`src/rtl/modulo_secded_pipeline_if.sv`:
```
// Valid/ready bus between the SECDED pipeline and its producer/consumer.
// Codewords flow in; corrected data and error flags flow out.
interface modulo_secded_pipeline_if #(
  parameter int DATA_W = 4
);
  localparam int P      = (DATA_W <= 4) ? 3 : ((DATA_W <= 11) ? 4 : 5);
  localparam int CODE_W = DATA_W + P + 1;

  logic              in_valid;
  logic              in_ready;
  logic [CODE_W-1:0] codeword_in;
  logic              out_valid;
  logic              out_ready;
  logic [DATA_W-1:0] data_out;
  logic [4:0]        err_pos;
  logic              error_simple;
  logic              error_doble;

  modport master (
    output in_valid, codeword_in, out_ready,
    input  in_ready, out_valid, data_out, err_pos, error_simple, error_doble
  );

  modport slave (
    input  in_valid, codeword_in, out_ready,
    output in_ready, out_valid, data_out, err_pos, error_simple, error_doble
  );
endinterface

```
`src/rtl/modulo_secded_pipeline.sv`:
```
// Two-stage extended-Hamming SECDED decoder with saturating SEC/DED counters
// and a time-multiplexed two-digit 7-segment readout of the last result.
module modulo_secded_pipeline #(
  parameter int DATA_W   = 4,
  parameter int CNT_W    = 8,
  parameter int SCAN_DIV = 50000
) (
  input  logic                    clk,
  input  logic                    rst_n,
  modulo_secded_pipeline_if.slave bus,
  input  logic                    clr_cnt,
  output logic [CNT_W-1:0]        cnt_sec,
  output logic [CNT_W-1:0]        cnt_ded,
  input  logic                    select_pos,
  output logic [6:0]              seg,
  output logic [1:0]              an
);
  localparam int P      = (DATA_W <= 4) ? 3 : ((DATA_W <= 11) ? 4 : 5);
  localparam int CODE_W = DATA_W + P + 1;
  localparam int SCAN_W = $clog2(SCAN_DIV);
  localparam logic [SCAN_W-1:0] SCAN_LAST = SCAN_W'(SCAN_DIV - 1);
  localparam logic [CODE_W-1:0] CODE_ONE  = CODE_W'(1);

  function automatic logic [P-1:0] syndrome(input logic [CODE_W-1:0] cw);
    logic [P-1:0] s;
    s = '0;
    for (int j = 1; j < CODE_W; j++)
      for (int i = 0; i < P; i++)
        if (((j >> i) & 1) == 1) s[i] = s[i] ^ cw[j];
    return s;
  endfunction

  function automatic logic [DATA_W-1:0] extract_data(input logic [CODE_W-1:0] cw);
    logic [DATA_W-1:0] d;
    int k;
    d = '0;
    k = 0;
    for (int j = 1; j < CODE_W; j++)
      if ((j & (j - 1)) != 0) begin
        d[k] = cw[j];
        k++;
      end
    return d;
  endfunction

  function automatic logic [6:0] hex_glyph(input logic [3:0] nib);
    case (nib)
      4'h0: hex_glyph = 7'h3F;  4'h1: hex_glyph = 7'h06;
      4'h2: hex_glyph = 7'h5B;  4'h3: hex_glyph = 7'h4F;
      4'h4: hex_glyph = 7'h66;  4'h5: hex_glyph = 7'h6D;
      4'h6: hex_glyph = 7'h7D;  4'h7: hex_glyph = 7'h07;
      4'h8: hex_glyph = 7'h7F;  4'h9: hex_glyph = 7'h6F;
      4'hA: hex_glyph = 7'h77;  4'hB: hex_glyph = 7'h7C;
      4'hC: hex_glyph = 7'h39;  4'hD: hex_glyph = 7'h5E;
      4'hE: hex_glyph = 7'h79;  4'hF: hex_glyph = 7'h71;
      default: hex_glyph = 7'h00;
    endcase
  endfunction

  logic              en_s, out_xfer_s;
  logic              s1_valid_r, s1_par_r;
  logic [P-1:0]      s1_syn_r;
  logic [CODE_W-1:0] s1_code_r, fixed_s;
  logic [4:0]        pos_s, err_pos_r, disp_pos_r;
  logic              sec_s, ded_s, sec_r, ded_r, out_valid_r;
  logic [DATA_W-1:0] data_r;
  logic [CNT_W-1:0]  cnt_sec_r, cnt_ded_r;
  logic [7:0]        disp_byte_r;
  logic              disp_sec_r, disp_ded_r;
  logic [SCAN_W-1:0] scan_cnt_r;
  logic [1:0]        an_r;
  logic [6:0]        seg_r, left_s, right_s;

  assign en_s       = !out_valid_r || bus.out_ready;
  assign out_xfer_s = out_valid_r && bus.out_ready;

  // Stage 1: syndrome, overall parity and raw codeword
  always_ff @(posedge clk or negedge rst_n) begin
    if (!rst_n) begin
      s1_valid_r <= 1'b0;
      s1_syn_r   <= '0;
      s1_par_r   <= 1'b0;
      s1_code_r  <= '0;
    end else if (en_s) begin
      s1_valid_r <= bus.in_valid;
      s1_syn_r   <= syndrome(bus.codeword_in);
      s1_par_r   <= ^bus.codeword_in;
      s1_code_r  <= bus.codeword_in;
    end
  end

  // Classify the error; a syndrome beyond the codeword with odd parity is uncorrectable
  always_comb begin
    fixed_s = s1_code_r;
    pos_s   = 5'd0;
    sec_s   = 1'b0;
    ded_s   = 1'b0;
    if (s1_par_r) begin
      if (int'(s1_syn_r) < CODE_W) begin
        fixed_s = s1_code_r ^ (CODE_ONE << s1_syn_r);
        pos_s   = 5'(s1_syn_r);
        sec_s   = 1'b1;
      end else begin
        ded_s = 1'b1;
      end
    end else if (s1_syn_r != '0) begin
      ded_s = 1'b1;
    end else begin
      ded_s = 1'b0;
    end
  end

  // Stage 2: registered result
  always_ff @(posedge clk or negedge rst_n) begin
    if (!rst_n) begin
      out_valid_r <= 1'b0;
      data_r      <= '0;
      err_pos_r   <= 5'd0;
      sec_r       <= 1'b0;
      ded_r       <= 1'b0;
    end else if (en_s) begin
      out_valid_r <= s1_valid_r;
      data_r      <= extract_data(fixed_s);
      err_pos_r   <= pos_s;
      sec_r       <= sec_s;
      ded_r       <= ded_s;
    end
  end

  // Saturating error counters; clear takes priority over a same-cycle increment
  always_ff @(posedge clk or negedge rst_n) begin
    if (!rst_n) begin
      cnt_sec_r <= '0;
      cnt_ded_r <= '0;
    end else if (clr_cnt) begin
      cnt_sec_r <= '0;
      cnt_ded_r <= '0;
    end else begin
      if (out_xfer_s && sec_r && (cnt_sec_r != '1)) cnt_sec_r <= cnt_sec_r + CNT_W'(1);
      if (out_xfer_s && ded_r && (cnt_ded_r != '1)) cnt_ded_r <= cnt_ded_r + CNT_W'(1);
    end
  end

  // Display snapshot of the last accepted result
  always_ff @(posedge clk or negedge rst_n) begin
    if (!rst_n) begin
      disp_byte_r <= 8'h00;
      disp_pos_r  <= 5'd0;
      disp_sec_r  <= 1'b0;
      disp_ded_r  <= 1'b0;
    end else if (out_xfer_s) begin
      disp_byte_r <= 8'(data_r);
      disp_pos_r  <= err_pos_r;
      disp_sec_r  <= sec_r;
      disp_ded_r  <= ded_r;
    end
  end

  // Glyphs for the two digits from the snapshot
  always_comb begin
    left_s  = hex_glyph(disp_byte_r[7:4]);
    right_s = hex_glyph(disp_byte_r[3:0]);
    if (select_pos) begin
      if (disp_ded_r) begin
        left_s  = 7'h79;
        right_s = 7'h79;
      end else if (!disp_sec_r) begin
        left_s  = 7'h40;
        right_s = 7'h40;
      end else begin
        left_s  = hex_glyph({3'b000, disp_pos_r[4]});
        right_s = hex_glyph(disp_pos_r[3:0]);
      end
    end else begin
      left_s  = hex_glyph(disp_byte_r[7:4]);
      right_s = hex_glyph(disp_byte_r[3:0]);
    end
  end

  // Digit scan: seg loads the incoming digit on the same edge an switches
  always_ff @(posedge clk or negedge rst_n) begin
    if (!rst_n) begin
      scan_cnt_r <= '0;
      an_r       <= 2'b10;
      seg_r      <= 7'h00;
    end else if (scan_cnt_r == SCAN_LAST) begin
      scan_cnt_r <= '0;
      an_r       <= ~an_r;
      seg_r      <= an_r[1] ? right_s : left_s;
    end else begin
      scan_cnt_r <= scan_cnt_r + SCAN_W'(1);
    end
  end

  assign bus.in_ready     = en_s;
  assign bus.out_valid    = out_valid_r;
  assign bus.data_out     = data_r;
  assign bus.err_pos      = err_pos_r;
  assign bus.error_simple = sec_r;
  assign bus.error_doble  = ded_r;
  assign cnt_sec          = cnt_sec_r;
  assign cnt_ded          = cnt_ded_r;
  assign seg              = seg_r;
  assign an               = an_r;
endmodule
```
`src/flat_wrapper.sv`:
```
// flat-port wrapper written by rule: the top's interface ports become plain ports
module modulo_secded_pipeline_flat 
#(
  parameter int DATA_W   = 4,
  parameter int CNT_W    = 8,
  parameter int SCAN_DIV = 50000
)
  (clk, rst_n, clr_cnt, cnt_sec, cnt_ded, select_pos, seg, an, bus_in_valid, bus_codeword_in, bus_out_ready, bus_in_ready, bus_out_valid, bus_data_out, bus_err_pos, bus_error_simple, bus_error_doble);
  modulo_secded_pipeline_if #(.DATA_W(DATA_W)) bus_i ();
  input  logic clk;
  input  logic rst_n;
  input  logic clr_cnt;
  output logic [CNT_W-1:0] cnt_sec;
  output logic [CNT_W-1:0] cnt_ded;
  input  logic select_pos;
  output logic [6:0] seg;
  output logic [1:0] an;
  input wire logic [$bits(bus_i.in_valid)-1:0] bus_in_valid;
  input wire logic [$bits(bus_i.codeword_in)-1:0] bus_codeword_in;
  input wire logic [$bits(bus_i.out_ready)-1:0] bus_out_ready;
  output wire logic [$bits(bus_i.in_ready)-1:0] bus_in_ready;
  output wire logic [$bits(bus_i.out_valid)-1:0] bus_out_valid;
  output wire logic [$bits(bus_i.data_out)-1:0] bus_data_out;
  output wire logic [$bits(bus_i.err_pos)-1:0] bus_err_pos;
  output wire logic [$bits(bus_i.error_simple)-1:0] bus_error_simple;
  output wire logic [$bits(bus_i.error_doble)-1:0] bus_error_doble;
  assign bus_i.in_valid = bus_in_valid;
  assign bus_i.codeword_in = bus_codeword_in;
  assign bus_i.out_ready = bus_out_ready;
  assign bus_in_ready = bus_i.in_ready;
  assign bus_out_valid = bus_i.out_valid;
  assign bus_data_out = bus_i.data_out;
  assign bus_err_pos = bus_i.err_pos;
  assign bus_error_simple = bus_i.error_simple;
  assign bus_error_doble = bus_i.error_doble;
  modulo_secded_pipeline #(.DATA_W(DATA_W), .CNT_W(CNT_W), .SCAN_DIV(SCAN_DIV)) u_core (.clk(clk), .rst_n(rst_n), .bus(bus_i), .clr_cnt(clr_cnt), .cnt_sec(cnt_sec), .cnt_ded(cnt_ded), .select_pos(select_pos), .seg(seg), .an(an));
endmodule
```
`config.mk`:
```
export PLATFORM = sky130hd
export DESIGN_NAME = modulo_secded_pipeline_flat
export DESIGN_NICKNAME = d
export VERILOG_FILES = /design/src/rtl/modulo_secded_pipeline_if.sv /design/src/rtl/modulo_secded_pipeline.sv /design/src/flat_wrapper.sv
export SDC_FILE = /design/constraint.sdc
export NUM_CORES = 1
export LEC_CHECK = 0
export CELL_PAD_IN_SITES_DETAIL_PLACEMENT = 0
export CELL_PAD_IN_SITES_GLOBAL_PLACEMENT = 2
export CORE_ASPECT_RATIO = 0.8
export CORE_UTILIZATION = 35
export DETAILED_ROUTE_END_ITERATION = 12
export PLACE_DENSITY_LB_ADDON = 0.12
export SLEW_MARGIN = 20
export SYNTH_ARGS = -nofsm -noshare
export SYNTH_HDL_FRONTEND = slang
export SYNTH_SLANG_ARGS = --single-unit
```
`constraint.sdc`:
```
create_clock -name clk -period 1.9 [get_ports clk]
set_input_delay 0.19 -clock clk [delete_from_list [all_inputs] [get_ports clk]]
set_output_delay 0.19 -clock clk [all_outputs]
set_load 0.1 [all_outputs]
```
==> report_table.html <==
<table>
<tr><th>Metric</th><th>Value</th></tr>
<tr><th colspan="2">Status</th></tr>
<tr><td>Run status</td><td>finished, final reports clean</td></tr>
<tr><th colspan="2">Timing</th></tr>
<tr><td>Worst Slack Setup Final</td><td>around 0.12 ns</td></tr>
<tr><td>Number of max-slew violations in the final report</td><td>0</td></tr>
<tr><td>Setup repair after global routing missed its margin</td><td>no</td></tr>
<tr><td>Pin slew with the least headroom to its limit</td><td>0.635 ns</td></tr>
<tr><td>Final Setup Violations</td><td>0</td></tr>
<tr><td>Final Hold Viols</td><td>0</td></tr>
<tr><td>Share of the cycle needed by the critical path after routing</td><td>between 90% and 100%</td></tr>
<tr><td>Max-Slew Margin vs Limit</td><td>between 50% and 60%</td></tr>
<tr><td>Maximum clock frequency</td><td>around 0.56 GHz</td></tr>
<tr><td>Period minus WS final</td><td>between 1.5 and 2 ns</td></tr>
<tr><td>Setup skew after layout</td><td>0.00607 ns</td></tr>
<tr><th colspan="2">Logic synthesis</th></tr>
<tr><td>Number of flops mapped to enable cells by yosys</td><td>0</td></tr>
<tr><td>Fraction of post-synthesis cell area in the top cell type by area</td><td>between 40% and 50%</td></tr>
<tr><td>Register bit count reported by yosys</td><td>69</td></tr>
<tr><td>Cell type with the largest total area after synthesis</td><td>sky130_fd_sc_hd__dfrtp_1</td></tr>
<tr><td>Most common cell in the netlist</td><td>sky130_fd_sc_hd__dfrtp_1</td></tr>
<tr><td>Top cells by area, synth</td><td>sky130_fd_sc_hd__dfrtp_1, sky130_fd_sc_hd__xnor2_1, sky130_fd_sc_hd__ha_1</td></tr>
<tr><td>Avg Synthesized Cell Area</td><td>around 9.9 sq um</td></tr>
<tr><td>Seq/Total Area, Yosys</td><td>~47%</td></tr>
<tr><td>Primary flip-flop cell chosen by synthesis mapping</td><td>sky130_fd_sc_hd__dfrtp_1</td></tr>
<tr><td>Synthesized netlist cell count</td><td>approximately 370</td></tr>
<tr><td>Yosys warnings</td><td>0</td></tr>
<tr><td>Share of synthesized flip-flops with an asynchronous set or reset</td><td>between 90% and 100%</td></tr>
<tr><td>Synthesized cell area</td><td>about 3700 sq um</td></tr>
<tr><td>Post-synth top cells</td><td>sky130_fd_sc_hd__dfrtp_1, sky130_fd_sc_hd__nand2_1, sky130_fd_sc_hd__nor2_1, sky130_fd_sc_hd__xnor2_1, sky130_fd_sc_hd__o21ai_0</td></tr>
<tr><td>Distinct cell type count of the synthesized netlist</td><td>between 50 and 60</td></tr>
<tr><th colspan="2">Drt</th></tr>
<tr><td>Average detailed-routed wire length per instance</td><td>13.4 microns</td></tr>
<tr><td>1st-pass router iterations</td><td>4</td></tr>
<tr><td>Via count</td><td>between 2000 and 3000</td></tr>
<tr><td>Post-detailed-route via-to-cell ratio</td><td>roughly 4.8</td></tr>
<tr><td>Antenna-violating nets left</td><td>0</td></tr>
<tr><td>DRC violation total after the first TritonRoute iteration</td><td>just over 90</td></tr>
<tr><td>Total detailed-routing wirelength</td><td>7660 microns</td></tr>
<tr><td>DRC Markers</td><td>0</td></tr>
<tr><th colspan="2">Clocking</th></tr>
<tr><td># resized after CTS</td><td>0</td></tr>
<tr><td>Insertion delay of the later-clocked pin in the worst-skew pair</td><td>0.33 ns</td></tr>
<tr><td>Clock root buffer</td><td>sky130_fd_sc_hd__clkbuf_16</td></tr>
<tr><td>Clock tree from TritonCTS</td><td>yes</td></tr>
<tr><td>Clock H-tree levels</td><td>3</td></tr>
<tr><td>CTS sink count</td><td>69</td></tr>
<tr><td>Clock-pin slew on the worst setup and hold paths</td><td>~0.050 ns</td></tr>
<tr><td>CTS buffer count</td><td>9</td></tr>
<tr><td>Maximum number of buffers from clock root to sink</td><td>2</td></tr>
<tr><th colspan="2">Cells and area</th></tr>
<tr><td>Area growth, synth to finish</td><td>25.2%</td></tr>
<tr><td>Final antenna diode count</td><td>0</td></tr>
<tr><td>Final nets</td><td>454</td></tr>
<tr><td>Fraction of layout instances using a drive strength above 1</td><td>between 20% and 30%</td></tr>
<tr><td>Number of standard cells in the final layout excluding fillers</td><td>570</td></tr>
<tr><td># fillers</td><td>1056</td></tr>
<tr><th colspan="2">Worst setup path</th></tr>
<tr><td>Required @ worst endpoint</td><td>between 2 and 2.5 ns</td></tr>
<tr><td>CP endpoint kind</td><td>flip-flop</td></tr>
<tr><td>Crit path launch type</td><td>flip-flop</td></tr>
<tr><td>Arrival time reported for the critical path endpoint</td><td>between 2 and 2.5 ns</td></tr>
<tr><td>CP Class</td><td>reg2reg</td></tr>
<tr><td>Most used cell along the critical path</td><td>sky130_fd_sc_hd__inv_1</td></tr>
<tr><td>Cells along the critical path</td><td>inv_1 -&gt; ha_1 -&gt; inv_1 -&gt; mux4_2 -&gt; and3b_1 -&gt; o31ai_1</td></tr>
<tr><td>Maximum fanout count along the critical path</td><td>5</td></tr>
<tr><td>Maximum cell stage delay along the critical path</td><td>between 0.4 and 0.5 ns</td></tr>
<tr><td>Standard cell with the maximum stage delay on the critical path</td><td>sky130_fd_sc_hd__mux4_2</td></tr>
<tr><th colspan="2">Pwr</th></tr>
<tr><td>Pwr per Cell Area</td><td>around 1100 nW/um^2</td></tr>
<tr><td>Peak supply drop</td><td>around 0.54 mV</td></tr>
<tr><td>Leakage dissipation</td><td>2.01 nW</td></tr>
<tr><td>Pwr Total</td><td>~5.3 mW</td></tr>
<tr><th colspan="2">Global route</th></tr>
<tr><td>First-pass GRT wire length</td><td>about 13000 microns</td></tr>
<tr><td>Number of antenna violations at the first check in global routing</td><td>0</td></tr>
<tr><td>Gr ovfl total</td><td>0</td></tr>
<tr><td>Pin count of the biggest net entering global routing</td><td>70</td></tr>
<tr><td>Via count of the first global-routing pass</td><td>2592</td></tr>
<tr><td>Global router's overall resource usage</td><td>15.4%</td></tr>
<tr><th colspan="2">Floorplan</th></tr>
<tr><td>Placeable core area</td><td>around 10000 sq um</td></tr>
<tr><td>Die height</td><td>~94 microns</td></tr>
<tr><td>Floorplan die width</td><td>~120 microns</td></tr>
<tr><td>Area of the die</td><td>approximately 11000 sq um</td></tr>
<tr><td>Row count</td><td>33</td></tr>
<tr><td>Effective utilization at floorplan</td><td>35.9%</td></tr>
<tr><td>Ports placed on the boundary</td><td>52</td></tr>
<tr><th colspan="2">Placement</th></tr>
<tr><td>Detailed placement HPWL</td><td>5460 microns</td></tr>
<tr><td>Cell count after placement</td><td>~550</td></tr>
<tr><td>Final weighted congestion in routability-driven placement</td><td>0.746</td></tr>
<tr><td>Input/output buffers</td><td>49</td></tr>
<tr><td>Pre-CTS setup slack</td><td>around 0.10 ns</td></tr>
<tr><th colspan="2">Worst hold path</th></tr>
<tr><td>Hold Crit Class</td><td>in2reg</td></tr>
<tr><th colspan="2">Run</th></tr>
<tr><td>Max Cap Violations</td><td>0</td></tr>
</table>
[path summary, 6_finish.rpt]
kind	start	end	cells after the start	slack, ns
min reg2reg	u_core.s1_valid_r$_DFFE_PN0P_	u_core.s1_valid_r$_DFFE_PN0P_	2	0.45
max reg2reg	u_core.disp_byte_r[1]$_DFFE_PN0N_	u_core.seg[3]$_DFFE_PN0N_	6	0.12
max in group asynchronous	rst_n	u_core.bus.out_valid$_DFFE_PN0P_	3	1.12
min in group asynchronous	rst_n	u_core.seg[1]$_DFFE_PN0N_	3	0.40
max	u_core.disp_byte_r[1]$_DFFE_PN0N_	u_core.seg[3]$_DFFE_PN0N_	6	0.12
min	bus_in_valid	u_core.s1_valid_r$_DFFE_PN0P_	3	0.39
[flip-flops by register name, indices dropped and copies added, names as in the netlist, 2 cells and up]
signal,count
u_core.cnt_sec,8
u_core.scan_cnt_r,16
u_core.cnt_ded,8
u_core.seg,7
u_core.an,2
u_core.s1_code_r,4
u_core.disp_pos_r,3
u_core.bus.err_pos,3
u_core.s1_syn_r,3
u_core.disp_byte_r,4
u_core.bus.data_out,4
[logic make-up after synthesis]
group | count (synthesis) | synth area share, %
and+or+nand+nor | 146 | 20.5
DFF | 69 | 47.0
AOI/OAI and AO/OA | 57 | 9.83
xor gates and xnor gates | 40 | 9.52
buffers and inverters | 30 | 3.50
adders and majority gates | 15 | 5.10
muxes | 14 | 4.45
other | 1 | 0.102
[final cells by class]
| type | count | area, sq um | share of cell area [%] |
|---|---|---|---|
| multi-input combinational | 274 | 1830 | 39.6 |
| inverter | 14 | 52.6 | 1.14 |
| clock buffer | 15 | 278 | 6.03 |
| sequential | 69 | 1750 | 38.0 |
| tap | 140 | 175 | 3.80 |
| timing repair buffer | 57 | 495 | 10.8 |
| clock inverter | 1 | 30.0 | 0.652 |
[where the power goes]
group | switching (mW) | leakage [nW] | internal (mW)
logic | 1.07 | 1.03 | 0.540
registers | 0.282 | 0.837 | 1.67
clock network | 0.585 | 0.150 | 1.13
total | 1.94 | 2.01 | 3.33
[per-stage QoR]
step | instance area [sq um] | setup TNS (ns) | utilization (%) | hold slack, ns
final | 4610 | 0 | 45.0 | 0.393
after global routing | 4610 | 0 | 45.0 | 0.420
after CTS | 4610 | 0 | 45.0 | 0.383
after detailed placement | 4290 | 0 | 41.9 | 0.251
after global placement | 4290 | 0 | 41.9 | 0.255
after floorplan | 3710 | -0.0178 | - | -0.106
[cell usage in the layout (no fill, tap or decap), types with 3 or more instances in the layout]
cell | synthesis | final
sky130_fd_sc_hd__xor2_1 | 18 | 18
sky130_fd_sc_hd__nand3_1 | 12 | 12
sky130_fd_sc_hd__mux2_2 | 9 | 9
sky130_fd_sc_hd__dfrtp_1 | 68 | 52
sky130_fd_sc_hd__o221ai_1 | 3 | 3
sky130_fd_sc_hd__clkbuf_8 | 0 | 3
sky130_fd_sc_hd__a21oi_1 | 12 | 12
sky130_fd_sc_hd__buf_12 | 0 | 3
sky130_fd_sc_hd__nor2b_1 | 7 | 7
sky130_fd_sc_hd__o31ai_1 | 3 | 3
sky130_fd_sc_hd__o21ai_0 | 19 | 19
sky130_fd_sc_hd__clkbuf_1 | 9 | 3
sky130_fd_sc_hd__and3_1 | 6 | 6
sky130_fd_sc_hd__nand2b_1 | 5 | 5
sky130_fd_sc_hd__clkdlybuf4s50_1 | 0 | 12
sky130_fd_sc_hd__buf_4 | 3 | 40
sky130_fd_sc_hd__clkbuf_16 | 0 | 9
sky130_fd_sc_hd__nor2_1 | 32 | 32
sky130_fd_sc_hd__xnor2_1 | 22 | 22
sky130_fd_sc_hd__o211ai_1 | 5 | 5
sky130_fd_sc_hd__dfrtp_2 | 0 | 15
sky130_fd_sc_hd__nor3_1 | 6 | 6
sky130_fd_sc_hd__ha_1 | 15 | 15
sky130_fd_sc_hd__inv_1 | 14 | 14
sky130_fd_sc_hd__nand4_1 | 9 | 9
sky130_fd_sc_hd__mux2i_1 | 4 | 4
sky130_fd_sc_hd__nand2_1 | 48 | 48
sky130_fd_sc_hd__and2_1 | 4 | 4
[per-layer routing]
metal  up-vias  routed length [microns]  track usage, %  share of wire, %
met5         -                        0               0                 0
met4         0                       91            5.06               1.2
met3         7                      309            4.13               4.0
met2        50                     3400            24.5                44
met1      1308                     3860            20.2                50
li1       1382                        -               -                 -
[worst max-delay path: cells and delay by family (launching register included)]
family	cells	cell delay (ns)
flops	1	0.41
mux	1	0.43
simple gates	1	0.17
compound gates	1	0.21
fa+ha+maj	1	0.30
buf+inv	2	0.16
[what timing repair did]
action	CTS	global route
endpoints found under the hold margin	68	0
setup buffers	0	0
hold buffers	1	0
Note: power is estimated with default switching activity, not from simulation.
==> patch 1: new RTL, same settings <==
`DATA_W` is set to 4 in 3 places; all go to 5.
--- a/src/rtl/modulo_secded_pipeline_if.sv
+++ b/src/rtl/modulo_secded_pipeline_if.sv
@@ -1,7 +1,7 @@
 // Valid/ready bus between the SECDED pipeline and its producer/consumer.
 // Codewords flow in; corrected data and error flags flow out.
 interface modulo_secded_pipeline_if #(
-  parameter int DATA_W = 4
+  parameter int DATA_W = 5
 );
   localparam int P      = (DATA_W <= 4) ? 3 : ((DATA_W <= 11) ? 4 : 5);
   localparam int CODE_W = DATA_W + P + 1;
--- a/src/rtl/modulo_secded_pipeline.sv
+++ b/src/rtl/modulo_secded_pipeline.sv
@@ -1,7 +1,7 @@
 // Two-stage extended-Hamming SECDED decoder with saturating SEC/DED counters
 // and a time-multiplexed two-digit 7-segment readout of the last result.
 module modulo_secded_pipeline #(
-  parameter int DATA_W   = 4,
+  parameter int DATA_W   = 5,
   parameter int CNT_W    = 8,
   parameter int SCAN_DIV = 50000
 ) (
--- a/src/flat_wrapper.sv
+++ b/src/flat_wrapper.sv
@@ -1,7 +1,7 @@
 // flat-port wrapper written by rule: the top's interface ports become plain ports
 module modulo_secded_pipeline_flat 
 #(
-  parameter int DATA_W   = 4,
+  parameter int DATA_W   = 5,
   parameter int CNT_W    = 8,
   parameter int SCAN_DIV = 50000
 )
Interface: changed (resized bus_codeword_in and bus_data_out); port bits go from 52 to 55. No check against the original RTL was run, so the function may have changed too.
==> patch 1 against the unedited design <==
Final cell count up 9.1%. Via count up 7.4%. Power up 10%. Sequential cell count up 6. Design area up 8.9%. Clock skew up 0.0018 ns. Routed wire length up 8.1%. Synthesized cell count up 9.9%. Sequential share of layout area down 0.15 points. Critical endpoint unchanged. Setup slack better by 0.0042 ns. Synthesized area up 8.0%. First-iteration DRC count up 23%.
==> patch 1: results (changes against the unedited design) <==
number of synthesized flops with an enable pin=0 (unchanged); max incr delay on CP=0.45 ns (+0.02 ns); status=finished, final reports clean; Top Layer Used=met4; Post-synth top cells=74 x dfrtp_1, 53 x nand2_1, 50 x nor2_1, 25 x xnor2_1, 24 x xor2_1; largest net degree at the start of global routing=35 (-50%); Clock Tree Buf Depth=2 (unchanged); register area share after synthesis=47.3% (+0.30 points); P_leak=2.26 nW (+12%); Synth area leaders=dfrtp_1 47%, xnor2_1 5.5%, ha_1 5.4%; Worst Hold Class=in2async; Cell variety after synth=49 (-3.9%); diode count=0 (unchanged); DP Wirelength=6.11 mm (+12%); met1 wire length=4.28 mm (+11%); post_cts resized=0 (unchanged); Peak VDD IR=0.999 mV (+84%); wire length on met2=3.49 mm (+2.5%); worst slew pin tran=0.582 ns (-0.0537 ns); htree depth=3 (unchanged); WP data arrival=2.03 ns (+0.02 ns); IO buf count=53 (+8.2%); clock skew=0.00785 ns (+0.00178 ns); first-pass GRT wire length=14.0 mm (+9.1%); FFs w/ async S/R, synth=100% (unchanged); routed wire length=8.28 mm (+8.1%); WL met3=425 um (+38%); Via Count=2949 (+7.4%); Yosys Warn Count=0 (unchanged); GR Util All Layers=15.2% (-0.25 points); Most flops, register=u_core.scan_cnt_r; CTS Buf Count=9 (unchanged); DP Worst Slack=0.103 ns (+0.000870 ns); GP Congestion=0.783 (+5.0%); number of detailed-route iterations in the first pass=6 (+2); Nets=506 (+11%); Crit Path Max Fanout=5 (unchanged); DR iter-0 viols=114 (+23%); Placed Area=0.00469 sq mm (+9.3%); layout cells sized above 1=22.4% (+1.2 points); CTS clk-pin slew, worst paths=0.06 ns; vias in the first global route=2845 (+9.8%)
==> patch 1: cell types whose count changed after synthesis, sizes merged, moves of 3 or more <==
cell    change
and2        -3
dfrtp       +6
nand2       +5
nand4       -3
nor2       +19
o211ai      -5
o31ai       -3
xnor2       +3
xor2        +6
==> patch 1: per-stage QoR <==
stage / cells / hold WS, ns
3_5_place_dp: 604 / 0.161
3_3_place_gp: 604 / 0.156
5_1_grt: 622 / 0.366
6_report: 622 / 0.330
2_1_floorplan: 409 / -0.106
4_1_cts: 621 / 0.340
==> patch 1: worst paths after layout <==
kind	startpoint	to	slack (ns)	depth (start not counted)
worst max-delay path	u_core.disp_byte_r[0]	u_core.seg[3]	0.13	7
worst min-delay path	rst_n	u_core.disp_byte_r[0]	0.33	2
worst max register to register	u_core.disp_byte_r[0]	u_core.seg[3]	0.13	7
worst min register to register	u_core.s1_valid_r	u_core.s1_valid_r	0.46	2
max in group asynchronous	rst_n	u_core.cnt_ded[4]	1.01	3
min in group clk	bus_in_valid	u_core.s1_valid_r	0.39	3
==> patch 1: cells by family after synthesis <==
family / Yosys count / synth area share [%]
AO/OA/AOI/OAI: 54 / 8.60
XOR/XNOR: 49 / 10.8
adder cells (fa/ha/maj): 17 / 5.35
buffers and inverters: 33 / 3.43
flip-flops: 75 / 47.3
multiplexers: 19 / 5.76
other: 1 / 0.0944
AND/OR/NAND/NOR: 161 / 18.7
==> patch 1: cell type report <==
class,instances,area (sq um)
clock buffer,12,267
clock inverter,4,47.5
fill,1083,5960
inverter,16,60.1
multi-input combinational,301,1970
sequential,75,1900
tap,144,180
timing repair buffer,70,601
==> patch 1: timing repair <==
item | CTS | global route
buffers inserted | 0 | 1
hold endpoints to repair | 27 | 0
hold buffers | 1 | 0
endpoints found under the setup margin | 0 | 1
==> patch 1: worst max-delay path: cells and delay by family (launching register included) <==
kind	cells	cell delay, ns
fa+ha+maj	1	0.31
mux	1	0.45
compound gates	3	0.38
buf+inv	2	0.15
flops	1	0.41
==> patch 1: power breakdown <==
part	leakage [nW]	total, mW	internal, mW	switching (mW)
sequential	0.938	2.12	1.81	0.310
clock	0.155	1.77	1.12	0.650
combinational	1.17	1.92	0.686	1.24
==> patch 1: per-layer routing <==
layer | GRT usage [%] | vias up
met5 | 0 | -
met4 | 4.27 | 0
met3 | 5.11 | 9
met2 | 21.6 | 63
met1 | 21.7 | 1365
li1 | - | 1512
==> patch 2: new RTL, config.mk and constraints unchanged <==
Without the edit above. Register the output `cnt_sec` once more, with the module's reset; this adds one clock of latency there. The other outputs are not delayed to match.
--- a/src/rtl/modulo_secded_pipeline.sv
+++ b/src/rtl/modulo_secded_pipeline.sv
@@ -198,7 +198,13 @@
   assign bus.err_pos      = err_pos_r;
   assign bus.error_simple = sec_r;
   assign bus.error_doble  = ded_r;
-  assign cnt_sec          = cnt_sec_r;
+  always_ff @(posedge clk or negedge rst_n) begin
+    if (!rst_n) begin
+      cnt_sec <= '0;
+    end else begin
+      cnt_sec <= cnt_sec_r;
+    end
+  end
   assign cnt_ded          = cnt_ded_r;
   assign seg              = seg_r;
   assign an               = an_r;
Formal check against the unedited RTL: not equivalent (a bounded check fails within 4 cycles, from zero or initial values and one cycle with rst_n low).
==> patch 2 against the unedited design <==
Largest power group unchanged. Power grew 7.0%. Routed wire length increased by 0.64%. Synthesized area is 5.1% higher. Largest cell class is now registers. Sequential cell count increased by 8. Design area increased by 4.0%. Die area is 5.0% higher. Non-clock buffer count grew 3. Via count did not move. Setup slack improved by 0.030 ns. Final cell count up 1.1%. Clock power fell by 4%. Critical path type unchanged.
==> patch 2: results (changes against the unedited design) <==
status=finished, final reports clean; P_leak=2.15 nW (+7.0%); dpl cells=559 (+1.1%); Worst-Skew Late Latency=0.33 ns (about the same); synthesized cell area=0.00387 sq mm (+5.1%); routed wire length=7.71 mm (+0.64%); layout cells sized above 1=20.0% (-1.2 points); Peak VDD IR=0.759 mV (+40%); Yosys Warn Count=0 (unchanged); vias per cell=4.77 (-1.0%); diode count=0 (unchanged); DR iter-0 viols=166 (+78%); startpoint class of the critical path=flip-flop; setup bufs post-CTS=0 (unchanged); htree depth=3 (unchanged); initial antenna violation count=0 (unchanged); Most flops, register=u_core.scan_cnt_r; Synth area leaders=dfrtp_1 49%, ha_1 4.9%, xor2_1 4.5%; largest net degree at the start of global routing=53 (-24%); synthesized area per cell=10.3 sq um (+4.3%); Compound-Gate Fraction of Synth Area=9.18% (-0.64 points); Min Hold Slack=0.317 ns (-0.0756 ns); Synth Area in XOR/XNOR=8.60% (-0.92 points); Slowest cell on crit path=mux4_2; vias in the first global route=2619 (+1.0%); Final Hold Viols=0 (unchanged); DP Wirelength=5.53 mm (+1.2%); Yosys top cell by area=dfrtp_1; Worst Hold Class=in2async; Root Buffer=clkbuf_16; WP data arrival=1.98 ns (-0.03 ns); IO buf count=49 (unchanged); GP Congestion=0.718 (-3.7%); max incr delay on CP=0.44 ns; clock skew=0.00786 ns (+0.00179 ns); Synth top area share=49.2% (+2.9 points); register area share after synthesis=49.8% (+2.9 points); mux share of post-synthesis cell area=4.50% (+0.041 points); GR Util All Layers=15.1% (-0.30 points); number of flip-flops in the largest register=16 (unchanged); FFs w/ async S/R, synth=100% (unchanged); adder-cell share of the synthesized area=4.85% (-0.25 points); Nets=460 (+1.3%); r2r setup slk=0.15 ns (+0.03 ns); number of detailed-route iterations in the first pass=6 (+2); CTS clk-pin slew, worst paths=0.06 ns; Cell variety after synth=56 (+9.8%); Clock Tree Buf Depth=2 (unchanged); first-pass GRT wire length=13.2 mm (+3.2%); CTS Buf Count=9 (unchanged); final std cells w/o fill=576 (+1.1%); Post-synth top cells=76 x dfrtp_1, 44 x nand2_1, 30 x nor2_1, 20 x xor2_1, 19 x a21oi_1; Crit Path Max Fanout=5 (unchanged)
patch 2: final cells by class:
cell class / instances / area [sq um]
clock buffer: 13 / 270
clock inverter: 3 / 18.8
fill: 1025 / 5690
inverter: 12 / 45.0
multi-input combinational: 271 / 1820
sequential: 77 / 1940
tap: 140 / 175
timing repair buffer: 60 / 520
patch 2: timing repair:
item,in CTS,in global routing
setup endpoints to repair,0,1
hold endpoints to repair,24,0
hold buffers,1,0
resized for setup,0,2
patch 2: metal layers:
metal / vias to the layer above / GRT usage, % / part of all wire, % / wire length, um
met3: 6 / 5.39 / 4.4 / 341
met1: 1284 / 21.7 / 54 / 4190
met5: - / 0 / 0 / 0
met2: 51 / 21.1 / 40 / 3100
li1: 1406 / - / - / -
met4: 0 / 4.38 / 0.99 / 76
patch 2: per-stage QoR:
stage / area (sq um) / total power, mW / worst slack, ns
after floorplan: 3880 / 3.57 / 0.0132
after global placement: 4490 / 4.05 / 0.155
after detailed placement: 4490 / 4.04 / 0.132
after CTS: 4790 / 5.72 / 0.102
after global routing: 4790 / 5.98 / 0.0224
final: 4790 / 5.64 / 0.152
patch 2: cells by family (layout without fill, tap and decap cells):
kind of cell,after synthesis,count (layout)
adders and majority gates,15,15
muxes,15,15
other,1,2
and+or+nand+nor,147,147
DFF,77,77
buffers and inverters,28,88
xor gates and xnor gates,38,38
AOI/OAI and AO/OA,54,54
patch 2: worst paths after layout:
path,startpoint,cells past startpoint,to
setup / recovery,u_core.disp_byte_r[0],6,u_core.seg[3]
hold / removal,rst_n,2,u_core.scan_cnt_r[3]
setup reg to reg,u_core.disp_byte_r[0],6,u_core.seg[3]
hold reg to reg,u_core.cnt_sec_r[1],0,u_core.cnt_sec[1]
max in group asynchronous,rst_n,3,u_core.cnt_ded[1]
min in group clk,bus_in_valid,3,u_core.s1_valid_r
patch 2: power by group:
part	leakage [nW]	total (mW)	switching (mW)	internal, mW
combinational	1.05	1.82	1.20	0.620
clock	0.146	1.64	0.647	0.989
sequential	0.963	2.19	0.316	1.87
total	2.15	5.64	2.16	3.48
patch 2: worst max-delay path: cells and delay by family, from the launching register on:
family / cells / cell delay [ns]
compound gates: 1 / 0.21
fa+ha+maj: 1 / 0.29
simple gates: 1 / 0.17
buf+inv: 2 / 0.15
mux: 1 / 0.44
flops: 1 / 0.40
